===== src/rtl/debounce_fsm.sv =====
// Debouncer and edge detector for an already-synchronised switch level.
// A new level must persist STABLE_CNT+1 consecutive edges before db_level follows it.
module debounce_fsm #(
  parameter int STABLE_CNT = 1_000_000,
  parameter int CNT_W      = 20
) (
  input  logic clk,
  input  logic rst_n,
  input  logic sw_in,
  output logic db_level,
  output logic rise_tick,
  output logic fall_tick,
  output logic busy
);

  typedef enum logic [1:0] {
    ZERO  = 2'd0,
    WAIT1 = 2'd1,
    ONE   = 2'd2,
    WAIT0 = 2'd3
  } state_t;

  localparam logic [CNT_W-1:0] LAST_CNT = CNT_W'(STABLE_CNT - 1);
  localparam logic [CNT_W-1:0] CNT_ONE  = CNT_W'(1);

  state_t           state_reg;
  logic [CNT_W-1:0] cnt_reg;

  // Outputs are assigned from the next state so every one of them is a flop.
  always_ff @(posedge clk or negedge rst_n) begin
    if (!rst_n) begin
      state_reg <= ZERO;
      cnt_reg   <= '0;
      db_level  <= 1'b0;
      rise_tick <= 1'b0;
      fall_tick <= 1'b0;
      busy      <= 1'b0;
    end else begin
      rise_tick <= 1'b0;
      fall_tick <= 1'b0;
      case (state_reg)
        ZERO: begin
          if (sw_in) begin
            state_reg <= WAIT1;
            cnt_reg   <= '0;
            busy      <= 1'b1;
          end
        end
        WAIT1: begin
          if (!sw_in) begin
            state_reg <= ZERO;
            busy      <= 1'b0;
          end else if (cnt_reg == LAST_CNT) begin
            state_reg <= ONE;
            db_level  <= 1'b1;
            rise_tick <= 1'b1;
            busy      <= 1'b0;
          end else begin
            cnt_reg <= cnt_reg + CNT_ONE;
          end
        end
        ONE: begin
          if (!sw_in) begin
            state_reg <= WAIT0;
            cnt_reg   <= '0;
            busy      <= 1'b1;
          end
        end
        WAIT0: begin
          if (sw_in) begin
            state_reg <= ONE;
            busy      <= 1'b0;
          end else if (cnt_reg == LAST_CNT) begin
            state_reg <= ZERO;
            db_level  <= 1'b0;
            fall_tick <= 1'b1;
            busy      <= 1'b0;
          end else begin
            cnt_reg <= cnt_reg + CNT_ONE;
          end
        end
        default: begin
          state_reg <= ZERO;
          cnt_reg   <= '0;
          db_level  <= 1'b0;
          busy      <= 1'b0;
        end
      endcase
    end
  end

endmodule

===== config.mk =====
export PLATFORM = sky130hd
export DESIGN_NAME = debounce_fsm
export DESIGN_NICKNAME = d
export VERILOG_FILES = /design/src/rtl/debounce_fsm.sv
export SDC_FILE = /design/constraint.sdc
export NUM_CORES = 1
export LEC_CHECK = 0
export CAP_MARGIN = 20
export CORE_UTILIZATION = 23
export DETAILED_ROUTE_END_ITERATION = 12
export HOLD_SLACK_MARGIN = 0.02
export PLACE_DENSITY = 0.47
export SLEW_MARGIN = 5
export SYNTH_ARGS = -nofsm -noshare
export SYNTH_HDL_FRONTEND = slang
export SYNTH_SLANG_ARGS = --single-unit

===== constraint.sdc =====
create_clock -name clk -period 2.1 [get_ports clk]
set_input_delay 0.21 -clock clk [delete_from_list [all_inputs] [get_ports clk]]
set_output_delay 0.21 -clock clk [all_outputs]
set_load 0.05 [all_outputs]

==> impl_results.md <==
* Hold Crit Class: input port to asynchronous set/reset pin
* Row cnt at 28
* Top cells by count, synth: 26 x dfrtp_1, 16 x nor2_1, 15 x nand2_1
* HPWL Detailed at 2.31 mm
* PostCTS Resize Cnt at 0
* CP Capture Type: flop
* Req. time, crit path at 2240 ps
* Post-Synthesis Mean Instance Area at 9.14 µm²
* # clock sinks at 26
* Power per cell area at 788 nW/µm²
* Synth warn at 0
* Clock transition at the registers of the reported paths at 100 ps
* DRT antenna net count at 0
* Reg2reg end: cnt_reg[0]$_DFFE_PN0P_
* Worst-skew pair later-pin latency at 280 ps
* Num CTS Buffers at 3
* Final Hold Fails at 0
* Power Total at 1.34 mW
* Number of synthesized flops with an enable pin at 0
* First-pass GRT wire length at 5.63 mm
* CTS H-Tree Depth at 1
* Vias per cell at 4.69
* Die area at 6600 µm²
* CP Max Fanout at 9
* P_leak at 0.678 nW
* CTS tree: done
* Count of cell types in the netlist at 39
* Worst Reg-to-Reg Cells at 6
* Starting Density at 0.241
* Mapped Nets at 162
* Via count at 1140
* Element type at the critical path start: flop
* Die X at 81.2 µm
* Max Clk Rate at 0.519 GHz
* Die height at 81.2 µm
* Hold_buf cts at 0
* I/O pin count at 7
* Syn Inst Count at 158
* # DRC at 0
* Total negative slack at 0 ps
* Post-route cell area at 1700 µm²
* Skew final at 8.70 ps
* ANT cells at 0
* Tmin final at 1930 ps
* Status: completed
* Peak VDD IR at 0.000362 V
* Nets at 173
* DRT Pass-1 Iters at 4
* Total GRT Usage at 0.112
* Post-synth ARST share at 1.00
* RSZ-0062 raised after global routing: no
* Reg2reg setup slack at 170 ps
* Area grow syn2layout at 18.0%
* Iteration-0 DRC Markers at 32
* Grt total ovfl at 0
* Vias in the first global route at 1143
* Max-Cap Viols at 0
* Root Driver: clkbuf_8
* Gpl congestion at 0.757
* Initial antenna violation count at 0
* Max Buffers Root-to-Sink at 2
* Register area share after synthesis at 0.451
* Worst-Margin Slew at 847 ps
* Final setup viols at 0
* Number of setup buffers added after CTS at 0
* FF-to-FF Start: cnt_reg[8]$_DFFE_PN0P_
* DR WL/cell at 13.2 µm
* Register bit count reported by yosys at 26
* Largest net degree at the start of global routing at 27
* Share of layout cells above drive strength 1 at 0.119
* Synth area leaders: dfrtp_1 45%, nor2_1 4.2%, nand2_1 3.9%
* Yosys top cell area share at 0.451
* # port buffers at 6
* Post-Syn Area at 1440 µm²
* Cell with the most instances after synthesis: dfrtp_1
* Most area-hungry cell type in the Yosys netlist: dfrtp_1
* Placed Instance Area at 1630 µm²
* Critical path arrival at 2070 ps
* Ys flop type: dfrtp_1
* Max_slew headroom at 0.433
* Max reg flops at 20
* Post-Route WL at 3.21 mm
* Setup Crit Path Kind: flop to flop
* Final Max Tran Viols at 0
* Final Cycle Share at 0.918
* Core footprint at 5990 µm²
## metal layers
layer / global-route usage / wire, µm / up-vias
li1: - / - / 589
met1: 0.164 / 1720 / 533
met2: 0.166 / 1380 / 13
met3: 0.0236 / 82 / 5
met4: 0.0268 / 30 / 0
met5: 0 / 0 / -
## kinds of logic after synthesis
group	after synthesis	synth area share
buffers and inverters	14	0.0416
DFF	26	0.451
xor gates and xnor gates	9	0.0598
and+or+nand+nor	75	0.296
AOI/OAI and AO/OA	28	0.108
adders and majority gates	1	0.00866
muxes	5	0.0355
## worst max-delay path, cell delays in order (launching register included)
cell and delay, ps:
dfrtp_1 490, nor4b_1 320, nand4_1 150, o21ai_1 420, buf_4 220, xor2_1 150, nor2_1 50
## worst max path at each step
stage / from / endpoint / slack [ps] / depth (start not counted)
floorplan: cnt_reg[0]$_DFFE_PN0P_ / cnt_reg[14]$_DFFE_PN0P_ / 460 / 7
global placement: sw_in / cnt_reg[15]$_DFFE_PN0P_ / 110 / 5
detailed placement: sw_in / cnt_reg[9]$_DFFE_PN0P_ / 70 / 5
CTS: cnt_reg[8]$_DFFE_PN0P_ / cnt_reg[0]$_DFFE_PN0P_ / 140 / 6
global route: cnt_reg[8]$_DFFE_PN0P_ / cnt_reg[0]$_DFFE_PN0P_ / 7 / 6
finish: cnt_reg[8]$_DFFE_PN0P_ / cnt_reg[0]$_DFFE_PN0P_ / 170 / 6
## power breakdown
group / internal (mW) / switching, mW
Combinational: 0.0984 / 0.154
Clock: 0.255 / 0.167
Sequential: 0.564 / 0.104
## per-stage QoR
stage          setup slack [ps]  hold WS (ps)   util  std cells
2_1_floorplan               463         -85.6      -        158
6_report                    172           306  0.284        243
5_1_grt                    7.19           335  0.284        243
3_5_place_dp               72.9           555  0.273        239
4_1_cts                     137           319  0.284        243
3_3_place_gp                109           541  0.273        239
## cell usage in the layout (no fill, tap or decap), drive strengths merged, types with 3 or more instances in the layout
| cell | instances |
|---|---|
| a21oi | 11 |
| buf | 8 |
| clkbuf | 3 |
| clkdlybuf4s50 | 6 |
| dfrtp | 26 |
| inv | 6 |
| mux2i | 4 |
| nand2 | 15 |
| nand3 | 6 |
| nand4 | 8 |
| nor2 | 16 |
| nor3 | 6 |
| nor4 | 6 |
| o21ai | 10 |
| or3 | 3 |
| or4 | 3 |
| xor2 | 7 |
## layout make-up
| type | instances | area (µm²) |
|---|---|---|
| timing repair buffer | 14 | 133 |
| clock buffer | 3 | 41.3 |
| sequential | 26 | 651 |
| tap | 75 | 93.8 |
| multi-input combinational | 118 | 733 |
| inverter | 6 | 22.5 |
| clock inverter | 1 | 30.0 |
| fill | 642 | 4290 |
Power figures use the tool's default switching activity.
